==> config.mk <==
export PLATFORM = sky130hd
export DESIGN_NAME = warp_issue_controller
export DESIGN_NICKNAME = d
export VERILOG_FILES = /design/src/rtl/sched_pkg.sv /design/src/rtl/push_sequencer.sv /design/src/rtl/warp_issue_controller.sv
export SDC_FILE = /design/constraint.sdc
export NUM_CORES = 1
export LEC_CHECK = 0
export CORE_UTILIZATION = 42
export DETAILED_ROUTE_END_ITERATION = 8
export GPL_ROUTABILITY_DRIVEN = 0
export GPL_TIMING_DRIVEN = 1
export HOLD_SLACK_MARGIN = 0.03
export PLACE_DENSITY = 0.87
export SLEW_MARGIN = 20
export SYNTH_ARGS = -nofsm -noshare
export SYNTH_HDL_FRONTEND = slang
export SYNTH_HIERARCHICAL = 1
export SYNTH_SLANG_ARGS = --single-unit
export TNS_END_PERCENT = 5
==> constraint.sdc <==
create_clock -name clk -period 3.6 [get_ports clk]
set_clock_uncertainty 0.1 [all_clocks]
set_input_delay 0.54 -clock clk [delete_from_list [all_inputs] [get_ports clk]]
set_output_delay 0.54 -clock clk [all_outputs]
set_load 0.05 [all_outputs]
==> src/rtl/sched_pkg.sv <==
// Shared types for the warp scheduler: opcode constants,
// the push FSM state encoding and the warp id type.
package sched_pkg;

  localparam logic [3:0] OP_NOP    = 4'd0;
  localparam logic [3:0] OP_LD     = 4'd1;
  localparam logic [3:0] OP_ST     = 4'd2;
  localparam logic [3:0] OP_ALU_LO = 4'd3;
  localparam logic [3:0] OP_ALU_HI = 4'd7;
  localparam logic [3:0] OP_MMUL   = 4'd8;
  localparam logic [3:0] OP_HALT   = 4'd15;

  typedef enum logic [1:0] {
    IDLE,
    PUSH,
    WAIT
  } push_state_t;

  typedef logic [1:0] warp_id_t;

  typedef enum logic [2:0] {
    CL_NOP,
    CL_LD,
    CL_ST,
    CL_ALU,
    CL_MMUL,
    CL_HALT
  } op_class_t;

  // Unlisted opcodes fall through to NOP.
  function automatic op_class_t classify(
    input logic [3:0] op
  );
    op_class_t c;
    c = CL_NOP;
    unique case (1'b1)
      (op == OP_LD):   c = CL_LD;
      (op == OP_ST):   c = CL_ST;
      (op >= OP_ALU_LO && op <= OP_ALU_HI):
                       c = CL_ALU;
      (op == OP_MMUL): c = CL_MMUL;
      (op == OP_HALT): c = CL_HALT;
      default:         c = CL_NOP;
    endcase
    return c;
  endfunction

endpackage

==> src/rtl/push_sequencer.sv <==
// Matmul push FSM: PUSH_LEN FIFO reads, then hold
// push_en until the push unit reports completion.
module push_sequencer
  import sched_pkg::*;
#(
  parameter int PUSH_LEN = 4
) (
  input  logic clk,
  input  logic reset,
  input  logic start,
  input  logic matmul_done,
  output logic idle,
  output logic fifo_read_en,
  output logic push_en
);

  localparam int RC_W =
    (PUSH_LEN > 1) ? $clog2(PUSH_LEN) : 1;
  localparam logic [RC_W-1:0] RC_LAST =
    RC_W'(PUSH_LEN - 1);

  push_state_t     state_q, state_d;
  logic [RC_W-1:0] rd_cnt_q, rd_cnt_d;
  logic            rd_en_q, rd_en_d;
  logic            push_q, push_d;

  // Next state, read counter and registered strobes.
  always_comb begin
    state_d  = state_q;
    rd_cnt_d = rd_cnt_q;
    unique case (state_q)
      IDLE: begin
        if (start) begin
          state_d  = PUSH;
          rd_cnt_d = '0;
        end
      end
      PUSH: begin
        if (rd_cnt_q == RC_LAST) begin
          state_d  = WAIT;
          rd_cnt_d = '0;
        end else begin
          rd_cnt_d = rd_cnt_q + RC_W'(1);
        end
      end
      WAIT: begin
        if (matmul_done) state_d = IDLE;
      end
      default: begin
        state_d  = IDLE;
        rd_cnt_d = '0;
      end
    endcase
    rd_en_d = (state_d == PUSH);
    push_d  = (state_d != IDLE);
  end

  // FSM state and its decoded outputs.
  always_ff @(posedge clk) begin
    if (!reset) begin
      state_q  <= IDLE;
      rd_cnt_q <= '0;
      rd_en_q  <= 1'b0;
      push_q   <= 1'b0;
    end else begin
      state_q  <= state_d;
      rd_cnt_q <= rd_cnt_d;
      rd_en_q  <= rd_en_d;
      push_q   <= push_d;
    end
  end

  assign idle         = (state_q == IDLE);
  assign fifo_read_en = rd_en_q;
  assign push_en      = push_q;

endmodule

==> src/rtl/warp_issue_controller.sv <==
// Per-cycle issue sequencer for the warp scheduler.
// Optional: define PERF_COUNTERS_EN for issue/stall counters.
module warp_issue_controller
  import sched_pkg::*;
#(
  parameter int FIFO_DEPTH = 8,
  parameter int PUSH_LEN   = 4,
  parameter int CNT_W      = $clog2(FIFO_DEPTH + 1)
) (
  input  logic       clk,
  input  logic       reset,
  input  logic       instr_valid,
  input  logic [1:0] instr_warp,
  input  logic [3:0] opcode,
  input  logic [3:0] target_reg,
  input  logic [3:0] threads_mask,
  input  logic       matmul_done,
  output logic       instr_accept,
  output logic       buffer_write_en,
  output logic [3:0] pc_update_en,
  output logic       busy_en,
  output logic [3:0] threads_mask_busy,
  output logic       fifo_write_en,
  output logic [3:0] fifo_write_reg,
  output logic       fifo_read_en,
  output logic       push_en,
  output logic       stall,
  output logic [3:0] halted
`ifdef PERF_COUNTERS_EN
  ,
  output logic [15:0] issue_count,
  output logic [15:0] stall_count
`endif
);

  op_class_t        cls;
  warp_id_t         warp;
  logic             active;
  logic             stall_cond;
  logic             acc;
  logic             seq_idle;
  logic [3:0]       warp_oh;
  logic [CNT_W-1:0] fifo_count_q, fifo_count_d;
  logic [3:0]       halted_q, halted_d;

  assign cls     = classify(opcode);
  assign warp    = instr_warp;
  assign warp_oh = 4'b0001 << warp;

  // An instruction is live only out of reset and for a running warp.
  assign active = reset & instr_valid & ~halted_q[warp];

  // Resource checks; a same-cycle push read is not credited.
  always_comb begin
    stall_cond = 1'b0;
    unique case (1'b1)
      (cls == CL_LD):
        stall_cond = (fifo_count_q == CNT_W'(FIFO_DEPTH));
      (cls == CL_MMUL):
        stall_cond = !seq_idle ||
                     (fifo_count_q < CNT_W'(PUSH_LEN));
      default: stall_cond = 1'b0;
    endcase
  end

  assign acc   = active & ~stall_cond;
  assign stall = active & stall_cond;

  // Issue strobes for the accepted instruction.
  always_comb begin
    instr_accept      = 1'b0;
    buffer_write_en   = 1'b0;
    pc_update_en      = 4'b0;
    busy_en           = 1'b0;
    threads_mask_busy = 4'b0;
    fifo_write_en     = 1'b0;
    fifo_write_reg    = 4'b0;
    if (acc) begin
      instr_accept    = 1'b1;
      buffer_write_en = 1'b1;
      if (cls != CL_HALT) pc_update_en = warp_oh;
      if (cls == CL_LD || cls == CL_ST) begin
        busy_en           = 1'b1;
        threads_mask_busy = threads_mask;
      end
      if (cls == CL_LD) begin
        fifo_write_en  = 1'b1;
        fifo_write_reg = target_reg;
      end
    end
  end

  push_sequencer #(
    .PUSH_LEN(PUSH_LEN)
  ) u_push_seq (
    .clk         (clk),
    .reset       (reset),
    .start       (acc && (cls == CL_MMUL)),
    .matmul_done (matmul_done),
    .idle        (seq_idle),
    .fifo_read_en(fifo_read_en),
    .push_en     (push_en)
  );

  // FIFO occupancy and sticky halt flags.
  always_comb begin
    fifo_count_d = fifo_count_q;
    unique case ({fifo_write_en, fifo_read_en})
      2'b10:   fifo_count_d = fifo_count_q + CNT_W'(1);
      2'b01:   fifo_count_d = fifo_count_q - CNT_W'(1);
      default: fifo_count_d = fifo_count_q;
    endcase
    halted_d = halted_q;
    if (acc && (cls == CL_HALT)) halted_d = halted_q | warp_oh;
  end

  // Occupancy and halt state registers.
  always_ff @(posedge clk) begin
    if (!reset) begin
      fifo_count_q <= '0;
      halted_q     <= 4'b0;
    end else begin
      fifo_count_q <= fifo_count_d;
      halted_q     <= halted_d;
    end
  end

  assign halted = halted_q;

`ifdef PERF_COUNTERS_EN
  logic [15:0] issue_cnt_q, issue_cnt_d;
  logic [15:0] stall_cnt_q, stall_cnt_d;

  // Saturating issue and stall counters.
  always_comb begin
    issue_cnt_d = issue_cnt_q;
    stall_cnt_d = stall_cnt_q;
    if (acc && issue_cnt_q != 16'hFFFF)
      issue_cnt_d = issue_cnt_q + 16'd1;
    if (stall && stall_cnt_q != 16'hFFFF)
      stall_cnt_d = stall_cnt_q + 16'd1;
  end

  // Counter registers.
  always_ff @(posedge clk) begin
    if (!reset) begin
      issue_cnt_q <= 16'd0;
      stall_cnt_q <= 16'd0;
    end else begin
      issue_cnt_q <= issue_cnt_d;
      stall_cnt_q <= stall_cnt_d;
    end
  end

  assign issue_count = issue_cnt_q;
  assign stall_count = stall_cnt_q;
`endif

endmodule

* After elaboration in Yosys (flattened, before gate mapping)
Index checks and enable logic that the tools add are counted.
Cells by class: order comparisons 4, bitwise logic cells 8, reductions and logical operators 10, $add $sub $neg 3, multiplexer cells 23, eq/ne operators 17, shifts and indexed selects 1
Operators with widths (count):
- 2-to-1 mux 4 bit | 6
- one-hot mux 3 bit (5 select lines) | 1
- equality test 4 bit, second input constant | 3
- one-hot mux 2 bit (3 select lines) | 2
- 2-to-1 mux 2 bit | 5
- one-hot mux 4 bit (2 select lines) | 1
- equality test 2 x 1 -> 1 bit, second input constant | 3
- equality test 2 bit, second input constant | 3
- equality test 3 bit, second input constant | 2
- 2-to-1 mux 1 bit | 6
- adder 4 x 1 -> 4 bit, second input constant | 1
- bitwise AND 1 bit | 4
- equality test 4 x 1 -> 1 bit, second input constant | 1
- equality test 4 x 2 -> 1 bit, second input constant | 1
- greater-or-equal comparator 4 x 2 -> 1 bit, second input constant | 1
- <= comparator 4 x 3 -> 1 bit, second input constant | 1
- < comparator 4 x 3 -> 1 bit, second input constant | 1
- bitwise OR 4 bit | 1
- nonzero test 2 bit | 2
- << shifter 1 x 2 -> 4 bit, first input constant | 1
- subtractor 4 x 1 -> 4 bit, second input constant | 1
- equality test 3 x 1 -> 1 bit, second input constant | 1
- equality test 3 x 2 -> 1 bit, second input constant | 1
- logical AND 1 bit | 3
- 11 further kinds | 14
Storage, ports and cells: output and inout port bits 23, input port bits 18, register bits 14, word-level logic and storage cells 72

* Logic depth before layout (Yosys ltp)
word-level depth 11, gate-level depth with buffers 11, gate-level depth less buffers 10

* Hierarchy
Netlist, hierarchy kept.
By module, submodules not included:
- warp_issue_controller | cells each 76, area an instance 724.4 µm², seq. area each 160.2 µm², times used 1
- push_sequencer | cells each 26, area an instance 247.7 µm², seq. area each 120.1 µm², times used 1

* Worst setup path before layout
OpenSTA, ideal clock, no wires.
path kind input -> register, start point input instr_warp[1], end point register fifo_count_q[3], data required time 3.428 ns, arrival 3.066 ns, stages 11, buffers on the path 1, setup time 0.072 ns, setup slack 0.362 ns, path through buf_6 > mux2i_2 > o211ai_4 > nor4b_4 > inv_1 > ha_1 > ha_1 > a21o_1 > a21oi_1 > mux2i_1 > mux2i_1
On the way: longest elaborated chain between the ends 8, elaborated cells between the ends (all ways) 10, classes of those cells 2 x eq/ne; 4 x mux; 3 x bitwise; 1 x reduce/logical
RTL lines:
- start, declared | line warp_issue_controller.sv:13 | input logic [1:0] instr_warp,
- binary-select mux 1 bit (select 2 bit) * | line warp_issue_controller.sv:51 | assign active = reset & instr_valid & ~halted_q[warp];
- 2-to-1 mux 1 bit (not written as such) * | line warp_issue_controller.sv:51
- NOT 1 bit * | line warp_issue_controller.sv:51
- bitwise AND 1 bit * | line warp_issue_controller.sv:51
- bitwise AND 1 bit * | line warp_issue_controller.sv:66 | assign acc = active & ~stall_cond;
- 2-to-1 mux 1 bit * | line warp_issue_controller.sv:78 | if (acc) begin
- named net fifo_write_en | line warp_issue_controller.sv:23 | output logic fifo_write_en,
- equality test 2 x 1 -> 1 bit or equality test 2 bit (tied branches) | line warp_issue_controller.sv:108 | unique case ({fifo_write_en, fifo_read_en})
- one-hot mux 4 bit (2 select lines) or nonzero test 2 bit (tied branches)
- end signal, assigned | line warp_issue_controller.sv:123 | fifo_count_q <= fifo_count_d;
- end, declared | line warp_issue_controller.sv:43 | logic [CNT_W-1:0] fifo_count_q, fifo_count_d;
The timed path passes the listed nets; every way through them passes the cells marked *. The select of a mux whose other input is x is not followed. A chain may end at the register's enable or synchronous reset.

* Worst setup path after layout
start point input instr_warp[1], end point output threads_mask_busy[1]
On the way: longest elaborated chain between the ends 6
RTL lines:
- binary-select mux 1 bit (select 2 bit) | line warp_issue_controller.sv:51
- 2-to-1 mux 1 bit (not written as such) | line warp_issue_controller.sv:51
- NOT 1 bit | line warp_issue_controller.sv:51
- bitwise AND 1 bit | line warp_issue_controller.sv:51
- bitwise AND 1 bit | line warp_issue_controller.sv:66
- 2-to-1 mux 4 bit | line warp_issue_controller.sv:78
- end, declared | line warp_issue_controller.sv:22 | output logic [3:0] threads_mask_busy,
No other way between the ends. The select of a mux whose other input is x is not followed.

==> results.md <==
* CP endpoint kind: output pin
* Leak at slightly above 0.0006 uW
* Post-synth top area cell: dfxtp_1
* Syn_nets at 125
* Die area at between 2000 and 3000 sq um
* Initial antenna violation count at 0
* Syn Area/Cell at approximately 9.5 sq um
* Largest cells by area after synthesis: dfxtp_1, and2_1, ha_1, nor4b_4, and4_1
* Die width at 50.1 um
* Vias in the first global route at approximately 970
* Port Buf Inserts at 40
* Worst slew pin tran at roughly 0.5 ns
* Result of the run: complete, no violations
* R2R depth at 10
* Tot Pwr at 324 uW
* Start-to-end type of the worst setup path: in2out
* Antenna-violating nets left at 0
* Max-Cap Viols at 0
* Post-synthesis xor/xnor area fraction at 2.70%
* Max Buffers Root-to-Sink at 2
* Largest net degree at the start of global routing at 17
* Total CTS buffers at 3
* Main combinational cell family by area after synthesis: simple AND/OR/NAND/NOR gates
* Max Clock Freq at roughly 310 MHz
* Worst Hold End: halted[1]
* Final Hold Viols at 0
* Core footprint at between 2000 and 2500 sq um
* Maximum fanout along the worst path at 8
* Metal3 WL at approximately 190 um
* Ports at 41
* H-tree depth at 1
* GRT Total Usage at between 20% and 30%
* Vias at 933
* Hold path cells at 1
* Total grt overflow at 0
* Sequential share of the synthesized area at approximately 29%
* Antenna fix cells at 0
* WL final at ~2400 um
* Root Buffer: clkbuf_4
* Synthesis Warnings at 6
* First-pass GRT wire length at 4150 um
* Share of cells above drive strength 1 at a little over a fifth
* Layout area overhead at 60.1%
* Mapped Cells at about 100
* CP required at about 3.0 ns
* Netlist cell types at 40
* Worst Hold Launch: halted[1]
* Clock sink total at 14
* Synth Area in Adders at between 7 and 8%
* Startpoint Class: primary input
* Synthesized flop and latch total at 14
* R2R Path End: fifo_count_q[3]
* DR pass1 iterations at 4
* Proportion of synthesized area in mux cells at under 10%
* # setup viols final at 0
* Postcts setup bufs at 0
* Fin crit share at between 80% and 90%
* Max-slew violations at 0
* CTS Hold Bufs at 0
* RR Startpoint: halted[2]
* Site row count at 17
* Synthesized cell area at between 900 and 1000 sq um
* RSZ-0062 raised after global routing: false
* Worst Path Arrival at between 2 and 3 ns
* Hold Crit Class: reg2reg
* Ys async rst share at 0%
* Met1 wire length at approximately 990 um
* CTS resizes at 0
* Wire length per cell at 14.3 um
* Clock Latency Late Sink at 0.28 ns
* Setup TNS at 0 ns
* Compound-gate portion of the synthesized area at 14.3%
* Post-synthesis simple-gate area fraction at 35.9%
* Reg-to-reg setup timing slack at about 1.1 ns
* Final min period at between 3 and 4 ns
* Most used DFF post-synth: dfxtp_1
* Net count, final at between 150 and 200
* Yosys top cell area share at 28.8%
* Peak supply drop at between 0.00015 and 0.0002 V
* DRC errors left at 0
* Fillcell total at 154
* Die Y at 50.1 um
* Worst slew margin at roughly 67%
* Post-synth EDFFs at 0
* Initial DRC Count at 17
* Number of vias per cell at 5.46
* Pwr dens at just over 200 nW/um^2
* Clock transition at path regs at around 0.080 ns
* HPWL after DPL at approximately 2000 um
* Initial Util at approximately 44%
* Metal2 WL at 1230 um
* Max Used Layer: met4
* CTS tree: built
layer usage:
layer	global-route usage [%]	vias to the layer above
li1	-	450
met1	23.9	437
met2	39.8	42
met3	3.70	4
met4	8.57	0
met5	0	-
flip-flops by register name, summed over array words and instances (netlist names):
register / count
fifo_count_q: 4
halted: 4
u_push_seq/fifo_read_en: 1
u_push_seq/push_en: 1
u_push_seq/rd_cnt_q: 2
u_push_seq/state_q: 2
layout make-up:
| class | count | area, sq um | share of cell area [%] |
|---|---|---|---|
| clock buffer | 3 | 22.5 | 1.45 |
| inverter | 6 | 22.5 | 1.45 |
| timing repair buffer | 43 | 568 | 36.5 |
| tap | 28 | 35.0 | 2.25 |
| sequential | 14 | 280 | 18.0 |
| multi-input combinational | 77 | 628 | 40.4 |
worst max path at each step:
stage | start | endpoint | slack [ns]
after global routing | instr_warp[1] | threads_mask_busy[1] | 0.30
after CTS | instr_warp[1] | threads_mask_busy[1] | 0.42
final | instr_warp[1] | threads_mask_busy[1] | 0.38
after detailed placement | instr_warp[1] | fifo_count_q[3] | 0.19
after global placement | instr_warp[1] | fifo_count_q[3] | 0.32
after floorplan | instr_warp[1] | fifo_count_q[3] | 0.36
Yosys cell counts, types with 2 or more instances:
master / number
dfxtp_1: 14
and2_1: 8
nand2_1: 7
nor2_1: 7
inv_1: 6
and4_1: 5
ha_1: 4
mux2i_1: 3
nor2b_1: 3
o21ai_0: 3
a21boi_1: 2
a21oi_1: 2
a32o_1: 2
a32oi_1: 2
buf_4: 2
buf_6: 2
nand2b_1: 2
nor3_1: 2
nor3b_1: 2
nor4b_1: 2
nor4b_4: 2
xor2_1: 2
placed cells by master (no fill, tap or decap), drive strengths merged, types with 3 or more instances in the layout:
cell and instances:
nor3b 3, clkdlybuf4s50 23, mux2i 4, nor2b 4, nor2 7, nor4b 5
clkbuf 3, o21ai 3, ha 4, and2 8, dfxtp 14, buf 20
nand2 7, inv 6, and4 5
critical path: stages:
cell and delay, ns:
clkdlybuf4s50_1 0.63, mux2i_2 0.31, o211ai_4 0.13, nor3b_2 0.31, buf_4 0.23, and4_1 0.26
buf_12 0.15
stage by stage:
stage	area, sq um	utilization [%]	hold WS (ns)	std cells	setup slack [ns]
after global routing	1560	71.0	0.435	171	0.298
after global placement	1530	70.0	0.375	168	0.316
after floorplan	972	-	0.356	102	0.362
after detailed placement	1530	70.0	0.385	168	0.186
after CTS	1560	71.0	0.409	171	0.417
final	1560	71.0	0.403	171	0.384
power breakdown:
group	switching, uW	internal (uW)	leakage (uW)
Combinational	38.4	40.6	0.000478
Clock	48.9	38.8	0.0000138
Sequential	1.23	156	0.000113
Total	88.5	235	0.000605
kinds of logic after synthesis:
kind of cell | Yosys count
compound gates | 17
fa+ha+maj | 5
buf+inv | 11
flops | 14
mux | 4
xor+xnor | 3
simple gates | 48
Note: power is estimated with default switching activity, not from simulation.
